===== config.mk =====
export PLATFORM = sky130hd
export DESIGN_NAME = parity_frame_ctrl_flat
export DESIGN_NICKNAME = d
export VERILOG_FILES = /design/src/rtl/parity_frame_ctrl_if.sv /design/src/rtl/parity_frame_ctrl.sv /design/src/flat_wrapper.sv
export SDC_FILE = /design/constraint.sdc
export NUM_CORES = 1
export LEC_CHECK = 0
export BUFFER_PORTS_ARGS = -buffer_cell sky130_fd_sc_hd__buf_2
export CORE_UTILIZATION = 44
export CTS_CLUSTER_DIAMETER = 150
export DETAILED_ROUTE_END_ITERATION = 8
export HOLD_SLACK_MARGIN = 0.12
export PLACE_DENSITY = 0.67
export SLEW_MARGIN = 20
export SYNTH_ARGS = -nofsm -noshare
export SYNTH_HDL_FRONTEND = slang
export SYNTH_SLANG_ARGS = --single-unit

===== constraint.sdc =====
create_clock -name CLK -period 3.8 [get_ports CLK]
set_clock_uncertainty 0.1 [all_clocks]
set_input_delay 1.14 -clock CLK [delete_from_list [all_inputs] [get_ports CLK]]
set_output_delay 1.14 -clock CLK [all_outputs]
set_load 0.05 [all_outputs]

===== src/rtl/parity_frame_ctrl_if.sv =====
// Word-in / serial-out bus of the parity frame controller, plus the FSM state for debug.
interface parity_frame_ctrl_if #(
  parameter int WIDTH = 8
);
  logic [WIDTH-1:0] data_in;
  logic             in_valid;
  logic             in_ready;
  logic             abort;
  logic             ser_out;
  logic             ser_valid;
  logic             par_out;
  logic             busy;
  logic             frame_done;
  logic [1:0]       state_dbg;

  modport master (
    output data_in, in_valid, abort,
    input  in_ready, ser_out, ser_valid, par_out, busy, frame_done, state_dbg
  );

  modport slave (
    input  data_in, in_valid, abort,
    output in_ready, ser_out, ser_valid, par_out, busy, frame_done, state_dbg
  );
endinterface


===== src/rtl/parity_frame_ctrl.sv =====
// Serialises a word LSB-first and appends its even/odd parity bit.
// Optional trailing stop bit when PARITY_FRAME_STOP_BIT_EN is defined.
module parity_frame_ctrl #(
  parameter int WIDTH = 8,
  parameter bit ODD   = 1'b0
) (
  input logic CLK,
  input logic reset_n,
  parity_frame_ctrl_if.slave bus
);
  // Handshake: a word transfers on any rising CLK edge where in_valid and in_ready are both 1;
  // in_ready is high only in IDLE and the producer must hold data_in/in_valid until then.
  localparam int CW = $clog2(WIDTH + 1);
  localparam logic [CW-1:0] CNT_LAST = CW'(WIDTH - 1);

  typedef enum logic [1:0] {
    S_IDLE   = 2'd0,
    S_SHIFT  = 2'd1,
    S_PARITY = 2'd2
`ifdef PARITY_FRAME_STOP_BIT_EN
    , S_STOP = 2'd3
`endif
  } state_t;

  state_t           state, state_n;
  logic [WIDTH-1:0] shreg;
  logic [CW-1:0]    cnt;
  logic             acc;
  logic             par_q;
  logic             done_q;
  logic             last_bit;

`ifdef PARITY_FRAME_STOP_BIT_EN
  assign last_bit = (state == S_STOP);
`else
  assign last_bit = (state == S_PARITY);
`endif

  always_ff @(posedge CLK or negedge reset_n) begin
    if (!reset_n) state <= S_IDLE;
    else          state <= state_n;
  end

  always_comb begin
    state_n = state;
    case (state)
      S_IDLE:   if (bus.in_valid) state_n = S_SHIFT;
      S_SHIFT: begin
        if (bus.abort)             state_n = S_IDLE;
        else if (cnt == CNT_LAST)  state_n = S_PARITY;
      end
      S_PARITY: begin
`ifdef PARITY_FRAME_STOP_BIT_EN
        state_n = bus.abort ? S_IDLE : S_STOP;
`else
        state_n = S_IDLE;
`endif
      end
`ifdef PARITY_FRAME_STOP_BIT_EN
      S_STOP:   state_n = S_IDLE;
`endif
      default:  state_n = S_IDLE;
    endcase
  end

  // Datapath: the accumulator restarts on every accepted word.
  always_ff @(posedge CLK or negedge reset_n) begin
    if (!reset_n) begin
      shreg <= '0;
      cnt   <= '0;
      acc   <= 1'b0;
    end else if (state == S_IDLE && bus.in_valid) begin
      shreg <= bus.data_in;
      cnt   <= '0;
      acc   <= 1'b0;
    end else if (state == S_SHIFT) begin
      shreg <= shreg >> 1;
      cnt   <= cnt + 1'b1;
      acc   <= acc ^ shreg[0];
    end
  end

  // Abort suppresses both the parity capture and the completion pulse.
  always_ff @(posedge CLK or negedge reset_n) begin
    if (!reset_n) begin
      par_q  <= 1'b0;
      done_q <= 1'b0;
    end else begin
      done_q <= last_bit && !bus.abort;
      if (state == S_PARITY && !bus.abort) par_q <= acc ^ ODD;
    end
  end

  always_comb begin
    bus.ser_out = 1'b0;
    case (state)
      S_SHIFT:  bus.ser_out = shreg[0];
      S_PARITY: bus.ser_out = acc ^ ODD;
`ifdef PARITY_FRAME_STOP_BIT_EN
      S_STOP:   bus.ser_out = 1'b1;
`endif
      default:  bus.ser_out = 1'b0;
    endcase
  end

  assign bus.in_ready   = (state == S_IDLE);
  assign bus.busy       = (state != S_IDLE);
  assign bus.ser_valid  = (state != S_IDLE);
  assign bus.par_out    = par_q;
  assign bus.frame_done = done_q;
  assign bus.state_dbg  = state;
endmodule


===== src/flat_wrapper.sv =====
// flat-port wrapper written by rule: the top's interface ports become plain ports
module parity_frame_ctrl_flat 
#(
  parameter int WIDTH = 8,
  parameter bit ODD   = 1'b0
)
  (CLK, reset_n, bus_data_in, bus_in_valid, bus_abort, bus_in_ready, bus_ser_out, bus_ser_valid, bus_par_out, bus_busy, bus_frame_done, bus_state_dbg);
  parity_frame_ctrl_if #(.WIDTH(WIDTH)) bus_i ();
  input logic CLK;
  input logic reset_n;
  input wire logic [$bits(bus_i.data_in)-1:0] bus_data_in;
  input wire logic [$bits(bus_i.in_valid)-1:0] bus_in_valid;
  input wire logic [$bits(bus_i.abort)-1:0] bus_abort;
  output wire logic [$bits(bus_i.in_ready)-1:0] bus_in_ready;
  output wire logic [$bits(bus_i.ser_out)-1:0] bus_ser_out;
  output wire logic [$bits(bus_i.ser_valid)-1:0] bus_ser_valid;
  output wire logic [$bits(bus_i.par_out)-1:0] bus_par_out;
  output wire logic [$bits(bus_i.busy)-1:0] bus_busy;
  output wire logic [$bits(bus_i.frame_done)-1:0] bus_frame_done;
  output wire logic [$bits(bus_i.state_dbg)-1:0] bus_state_dbg;
  assign bus_i.data_in = bus_data_in;
  assign bus_i.in_valid = bus_in_valid;
  assign bus_i.abort = bus_abort;
  assign bus_in_ready = bus_i.in_ready;
  assign bus_ser_out = bus_i.ser_out;
  assign bus_ser_valid = bus_i.ser_valid;
  assign bus_par_out = bus_i.par_out;
  assign bus_busy = bus_i.busy;
  assign bus_frame_done = bus_i.frame_done;
  assign bus_state_dbg = bus_i.state_dbg;
  parity_frame_ctrl #(.WIDTH(WIDTH), .ODD(ODD)) u_core (.CLK(CLK), .reset_n(reset_n), .bus(bus_i));
endmodule

==> impl_metrics.json, run 1 <==
{
  "status": "finished, final reports clean",
  "dpl.cell_count": 119,
  "vias": 581,
  "p_comb_frac": 0.500,
  "crit_chain": "inv_1, ha_1, nor2b_1, buf_2",
  "synth_enable_flop_cells": 0,
  "worst_slew_margin_rel": 0.5756,
  "worst_path_max_delay_cell": "sky130_fd_sc_hd__dfrtp_1",
  "type_of_element_launching_the_critical_path": "flip-flop",
  "cpPeakStageDelay_ps": 430,
  "htree_levels": 1,
  "post_synth.cell_area_avg_sq_um": 10.91,
  "power_mw": 0.7870,
  "maxClockFrequency_ghz": 0.3653,
  "violation_count_after_the_first_detailed_routing_iteration": 9,
  "synth.area.top_cells": "sky130_fd_sc_hd__dfrtp_1 (49%), sky130_fd_sc_hd__mux2i_1 (9.3%), sky130_fd_sc_hd__ha_1 (8.7%)",
  "gp_congestion": 0.8153,
  "yosys.area.top_type": "sky130_fd_sc_hd__dfrtp_1",
  "postCtsHoldBufs": 0,
  "max_cap_viol": 0,
  "max-vdd-ir-drop_mv": 0.4082,
  "die-area_sq_um": 2140,
  "hold_path_class": "flip-flop to flip-flop",
  "synth_seq_area_share": 0.4935,
  "share_clk_of_total_power": 0.122,
  "postSynthNetCount": 97,
  "layout-drive-gt1-share": 0.2755,
  "final-max-slew-violation-count": 0,
  "worstMarginPinSlew_ps": 636.7,
  "routed_via_density": 4.724,
  "setup-violations-final": 0,
  "wl_microns": 1392,
  "cp_top_family": "flip-flops",
  "swShare": 0.4464,
  "worstRegToRegCells": 4,
  "leading_cell_type_by_number_of_instances_after_synthesis": "sky130_fd_sc_hd__dfrtp_1",
  "synth_cell_type_count": 23,
  "tritoncts": "yes",
  "start_util": 0.4835,
  "synth.top_cells.by_count": "sky130_fd_sc_hd__dfrtp_1 (17), sky130_fd_sc_hd__nand2_1 (10), sky130_fd_sc_hd__mux2i_1 (8), sky130_fd_sc_hd__o21ai_0 (8), sky130_fd_sc_hd__ha_1 (6)",
  "p_seq_frac": 0.378,
  "total_routing_resource_utilization_after_global_routing": 0.1561,
  "route.detailed.drc": 0,
  "numPortBuffers": 19,
  "cts-buffers-inserted": 3,
  "fp-row-count": 15,
  "cp_max_fo": 5,
  "power.leakage_nw": 0.5088,
  "critical_path.reg2reg.startpoint": "u_core.bus.state_dbg[0]",
  "worst-path-buf-inv": 2,
  "num_antenna_cells": 0,
  "wl_per_cell_microns": 11.32,
  "io_pins": 20,
  "setup_total_negative_slack_ps": 0,
  "cell_internal_power_dissipation_mw": 0.4357,
  "synthesis.area_sq_um": 862.1,
  "min_path_cells": 1,
  "post_layout_worst_setup_margin_ps": 1063,
  "critical_path.endpoint_type": "output port",
  "overflow": 0,
  "worstSkewPairLatency_ps": 280,
  "critPathRequiredTime_ps": 2560,
  "layout.nets": 117,
  "postCtsSetupRepairBufs": 0,
  "synthesis.yosys.warnings": 0,
  "syn2layout_area_growth_pct": 14.51,
  "dp.final_hpwl_microns": 1044,
  "finish.cell_count_without_fillers": 123,
  "die_x_microns": 46.27,
  "critical_path.startpoint": "u_core.bus.state_dbg[0]",
  "fp.dieH_microns": 46.27,
  "critPathKind": "flip-flop to output port",
  "number_of_global_route_vias_before_repair": 540,
  "r2r_setup_slack_ps": 2000,
  "grt_pass1_wl_microns": 2290,
  "library_cell_used_as_clock_root_buffer": "sky130_fd_sc_hd__clkbuf_4",
  "ys_async_sr_fraction": 1.000,
  "worstPathArrival_ps": 1500,
  "cts.repair.resized": 0,
  "preCtsSetupSlack_ps": 1381,
  "unrepaired_setup_endpoints_after_global_routing": "no",
  "period_needed_ps": 2737,
  "syn-instance-count": 79,
  "fin_worst_hold_slack_ps": 418.1,
  "count_of_endpoints_failing_hold_in_the_final_timing_report": 0,
  "design.core.area_sq_um": 1783,
  "antenna_found_initial": 0,
  "ant_nets": 0,
  "cts.reportedPaths.clkPinSlew_ps": 100,
  "grt_start_max_net_pins": 22,
  "pwr_density_cell_nw_per_um2": 797.2,
  "clk_sink_count": 17,
  "crit_cells": 4,
  "synth_top_area_share": 0.4935,
  "flip_flop_and_latch_count_after_synthesis": 17,
  "hold_startpoint": "u_core.bus.par_out",
  "period_share": 0.7203,
  "synth_ff_type": "sky130_fd_sc_hd__dfrtp_1",
  "detail_route.first_pass.iterations": 3,
  "clock_path_buffers": 2,
  "switching_power_mw": 0.3513
}
[sequential cells by signal, summed over array words and instances (netlist names)]
register	flops
u_core.bus.par_out	1
u_core.acc	1
u_core.shreg	8
u_core.cnt	4
u_core.bus.frame_done	1
u_core.bus.state_dbg	2
[layout by cell type, fill, tap and decap left out]
| cell | synthesis | routed |
|---|---|---|
| sky130_fd_sc_hd__nand2_1 | 10 | 10 |
| sky130_fd_sc_hd__ha_1 | 6 | 6 |
| sky130_fd_sc_hd__nor2b_1 | 2 | 2 |
| sky130_fd_sc_hd__a21oi_1 | 2 | 2 |
| sky130_fd_sc_hd__nand4_1 | 1 | 1 |
| sky130_fd_sc_hd__o21ai_0 | 8 | 8 |
| sky130_fd_sc_hd__xnor2_1 | 1 | 1 |
| sky130_fd_sc_hd__a22oi_1 | 1 | 1 |
| sky130_fd_sc_hd__dfrtp_1 | 17 | 17 |
| sky130_fd_sc_hd__clkinv_2 | 0 | 1 |
| sky130_fd_sc_hd__buf_2 | 2 | 19 |
| sky130_fd_sc_hd__or2b_4 | 1 | 1 |
| sky130_fd_sc_hd__and3b_1 | 1 | 1 |
| sky130_fd_sc_hd__and2_1 | 1 | 1 |
| sky130_fd_sc_hd__mux2_4 | 1 | 1 |
| sky130_fd_sc_hd__mux2_2 | 1 | 1 |
| sky130_fd_sc_hd__nand2b_1 | 2 | 2 |
| sky130_fd_sc_hd__o21ai_2 | 1 | 1 |
| sky130_fd_sc_hd__clkbuf_4 | 0 | 3 |
| sky130_fd_sc_hd__mux2i_1 | 8 | 8 |
| sky130_fd_sc_hd__nor2_1 | 5 | 5 |
| sky130_fd_sc_hd__inv_1 | 3 | 3 |
| sky130_fd_sc_hd__xor2_1 | 3 | 3 |
[final timing paths]
check,endpoint
setup / recovery,bus_ser_out
hold / removal,u_core.bus.par_out
setup reg to reg,u_core.shreg[1]
hold reg to reg,u_core.bus.par_out
max in group asynchronous,u_core.bus.par_out
min in group asynchronous,u_core.cnt[2]
[power groups by stage]
stage / registers (mW) / clock network, mW / logic [mW]
finish: 0.297 / 0.0957 / 0.394
floorplan: 0.321 / 0 / 0.316
global route: 0.307 / 0.107 / 0.431
detailed placement: 0.302 / 0 / 0.395
CTS: 0.299 / 0.0992 / 0.399
global placement: 0.301 / 0 / 0.387
[routing by layer]
layer	wire, microns	track usage	up-vias
li1	-	-	298
met1	664	0.2015	272
met2	666	0.2451	9
met3	48	0.05098	2
met4	12	0.05294	0
met5	0	0	-
[per-stage QoR]
step | utilization | cell area [sq um]
6_report | 0.5537 | 987.2
5_1_grt | 0.5537 | 987.2
4_1_cts | 0.5537 | 987.2
3_5_place_dp | 0.5382 | 959.7
3_3_place_gp | 0.5382 | 959.7
2_1_floorplan | - | 862.1
[layout make-up]
cell class | instances | area [sq um]
clock buffers | 3 | 22.52
flip-flops and latches | 17 | 425.4
repair buffers | 19 | 95.09
inverters | 3 | 11.26
fillers | 181 | 795.8
clock inverters | 1 | 5.005
multi-input cells | 55 | 396.6
well taps | 25 | 31.28
[kinds of logic (layout without fill, tap and decap cells)]
family | count (synthesis) | count (layout) | share of synthesized area
simple gates | 23 | 23 | 0.1321
flops | 17 | 17 | 0.4935
compound gates | 12 | 12 | 0.07693
mux | 10 | 10 | 0.1234
buf+inv | 7 | 26 | 0.04645
fa+ha+maj | 6 | 6 | 0.08708
xor+xnor | 4 | 4 | 0.04065
(Power assumes the default switching activity.)
==> run 2, diff against run 1 <==
- ABC_AREA: not set -> 1
- PLACE_DENSITY: 0.67 -> 0.7
- clock period: 3.8 -> 2.5 ns (I/O delays scaled with it)
==> run 2 against run 1 <==
- synthesized cell count increased by 41%
- die area grew 2.6%
- core utilization increased by 2.1 points
- critical path type unchanged
- largest cell class unchanged
==> impl_metrics.json, run 2 <==
{
  "synth_cell_type_count": 14,
  "maxClockFrequency_ghz": 0.4148,
  "reg2reg_to": "u_core.cnt[3]",
  "cts.reportedPaths.clkPinSlew_ps": 100,
  "setup-violations-final": 0,
  "worst_slew_margin_rel": 0.6684,
  "cell_internal_power_dissipation_mw": 0.6576,
  "syn2layout_area_growth_pct": 16.95,
  "critical_path.endpoint_type": "output port",
  "io_pins": 20,
  "max_flop_register": "u_core.shreg",
  "grt_start_max_net_pins": 18,
  "gp_congestion": 0.7356,
  "worstRegToRegCells": 7,
  "leading_cell_type_by_number_of_instances_after_synthesis": "sky130_fd_sc_hd__nand2_1",
  "dp.final_hpwl_microns": 1313,
  "vias": 783,
  "post_synth.cell_area_avg_sq_um": 7.981,
  "synth.top_cells.by_count": "sky130_fd_sc_hd__nand2_1 (33), sky130_fd_sc_hd__nor2_1 (18), sky130_fd_sc_hd__dfrtp_1 (17)",
  "max-vdd-ir-drop_mv": 0.5681,
  "synth_enable_flop_cells": 0,
  "n_fill_cell": 185,
  "power.leakage_nw": 0.5520,
  "violation_count_after_the_first_detailed_routing_iteration": 10,
  "grt_pass1_wl_microns": 2884,
  "hold_path_class": "primary input to async pin",
  "synth_seq_area_share": 0.4802,
  "start_util": 0.4917,
  "period_needed_ps": 2411,
  "die-area_sq_um": 2197,
  "routed_via_density": 5.019,
  "final_core_util": 0.5750,
  "yosys.area.top_type": "sky130_fd_sc_hd__dfrtp_1",
  "wl_microns": 1772,
  "r2r_setup_slack_ps": 740,
  "clk_sink_count": 17,
  "type_of_element_launching_the_critical_path": "flip-flop",
  "share_clk_of_total_power": 0.115,
  "switching_power_mw": 0.6129,
  "worstSkewPairLatency_ps": 290,
  "cts-buffers-inserted": 3,
  "postCtsHoldBufs": 0,
  "layout_common_cells": "sky130_fd_sc_hd__nand2_1 (33), sky130_fd_sc_hd__buf_2 (19), sky130_fd_sc_hd__nor2_1 (18)",
  "final-max-slew-violation-count": 0,
  "antenna_found_initial": 0,
  "most_common_cell_after_layout_fill_and_taps_aside": "sky130_fd_sc_hd__nand2_1",
  "ys_async_sr_fraction": 1.000,
  "total_routing_resource_utilization_after_global_routing": 0.1869,
  "htree_levels": 1,
  "synthMuxAreaShare": 0,
  "worstPathArrival_ps": 1560,
  "critical_path.reg2reg.startpoint": "u_core.bus.state_dbg[1]",
  "detail_route.first_pass.iterations": 4,
  "num_antenna_cells": 0,
  "max_cap_viol": 0,
  "postSynthNetCount": 129,
  "status": "finished, final reports clean",
  "synth.area.top_cells": "sky130_fd_sc_hd__dfrtp_1 (48%), sky130_fd_sc_hd__nand2_1 (14%), sky130_fd_sc_hd__ha_1 (8.5%)",
  "synth_top_area_share": 0.4802,
  "flip_flop_and_latch_count_after_synthesis": 17,
  "cts.repair.resized": 0,
  "fp.dieH_microns": 46.87,
  "synthesis.area_sq_um": 885.9,
  "cp_max_fo": 5,
  "p_seq_frac": 0.367,
  "critPathKind": "flip-flop to output port",
  "setup_total_negative_slack_ps": 0,
  "yosys.area_share.xor_xnor": 0,
  "critPathRequiredTime_ps": 1650,
  "pwr_density_cell_nw_per_um2": 1226,
  "route.detailed.drc": 0,
  "p_comb_frac": 0.518,
  "layout.nets": 150,
  "wl_per_cell_microns": 11.36,
  "numPortBuffers": 19,
  "swShare": 0.4824,
  "ant_nets": 0,
  "number_of_global_route_vias_before_repair": 769,
  "flip_flop_count_of_the_largest_register_after_layout": 8,
  "worstMarginPinSlew_ps": 497.4,
  "clock_path_buffers": 2,
  "count_of_endpoints_failing_hold_in_the_final_timing_report": 0,
  "die_x_microns": 46.87,
  "design.core.area_sq_um": 1802,
  "synth_ff_type": "sky130_fd_sc_hd__dfrtp_1",
  "tritoncts": "yes",
  "unrepaired_setup_endpoints_after_global_routing": "no",
  "library_cell_used_as_clock_root_buffer": "sky130_fd_sc_hd__clkbuf_4",
  "overflow": 0,
  "syn-instance-count": 111,
  "period_share": 0.9644,
  "largest_family_of_logic_cells_by_synthesized_area": "simple AND/OR/NAND/NOR gates",
  "postCtsSetupRepairBufs": 0,
  "yosys.area_share.simple": 0.2782,
  "fp-row-count": 15,
  "layout-drive-gt1-share": 0.2137,
  "synth_fa_ha_area_frac": 0.08475,
  "synth-compound-area-share": 0.07486,
  "synthesis.yosys.warnings": 0
}
run 2: changes by cell type after synthesis, moves of 3 or more:
cell,previous run,this run
sky130_fd_sc_hd__a31oi_1,0,5
sky130_fd_sc_hd__nor2_1,5,18
sky130_fd_sc_hd__xor2_1,3,0
sky130_fd_sc_hd__nand2_1,10,33
sky130_fd_sc_hd__inv_1,3,10
sky130_fd_sc_hd__o21ai_0,8,3
sky130_fd_sc_hd__mux2i_1,8,0
sky130_fd_sc_hd__nand3_1,0,11
run 2: kinds of logic after synthesis:
| group | Yosys count |
|---|---|
| fa+ha+maj | 6 |
| simple gates | 62 |
| buf+inv | 15 |
| compound gates | 11 |
| flops | 17 |
run 2: worst max path at each step:
stage / end / cells past startpoint / start / slack [ps]
after CTS: bus_ser_out / 5 / u_core.bus.state_dbg[0] / 90
after global routing: bus_ser_out / 5 / u_core.bus.state_dbg[1] / 6
after floorplan: bus_ser_valid / 4 / u_core.bus.state_dbg[1] / 20
after global placement: bus_ser_out / 5 / u_core.bus.state_dbg[0] / 480
after detailed placement: bus_ser_out / 5 / u_core.bus.state_dbg[0] / 410
final: bus_ser_out / 5 / u_core.bus.state_dbg[0] / 90
run 2: through the flow:
step | hold WS (ps) | worst slack [ps] | instances | power (mW) | cell area [sq um]
floorplan | 354.4 | 17.63 | 111 | 1.017 | 907.1
global placement | 370.9 | 476.1 | 152 | 1.106 | 1010
detailed placement | 389.1 | 405.6 | 152 | 1.134 | 1010
CTS | 289.1 | 89.20 | 156 | 1.280 | 1036
global route | 288.7 | 6.294 | 156 | 1.372 | 1036
finish | 268.2 | 88.92 | 156 | 1.270 | 1036
run 2: power by group through the flow:
stage          clock network, mW  registers (mW)  logic [mW]
6_report                   0.146           0.466       0.658
5_1_grt                    0.158           0.481       0.733
4_1_cts                    0.149           0.466       0.665
3_5_place_dp                   0           0.473       0.661
3_3_place_gp                   0           0.467       0.639
2_1_floorplan                  0           0.506       0.511
run 2: area by class of cell:
class	instances	area (sq um)	share of cell area
clock buffer	4	26.28	0.02536
inverter	11	45.04	0.04348
multi-input combinational	79	404.1	0.3901
sequential	17	426.7	0.4118
tap	25	31.28	0.03019
timing repair buffer	20	102.6	0.09903
run 2: routing by layer:
metal  vias up  share of wire  routed length (microns)  GRT usage
li1        393              -                        -          -
met1       372           0.44                      776     0.2134
met2        12           0.51                      904     0.3250
met3         6          0.033                       59    0.05385
met4         0          0.018                       32    0.08000
met5         -              0                        0          0
run 2: critical path: stages (launching register included):
cell and delay, ps:
sky130_fd_sc_hd__dfrtp_2 450, sky130_fd_sc_hd__inv_1 160, sky130_fd_sc_hd__ha_1 190, sky130_fd_sc_hd__nand2_1 70, sky130_fd_sc_hd__a21boi_2 140, sky130_fd_sc_hd__buf_2 270
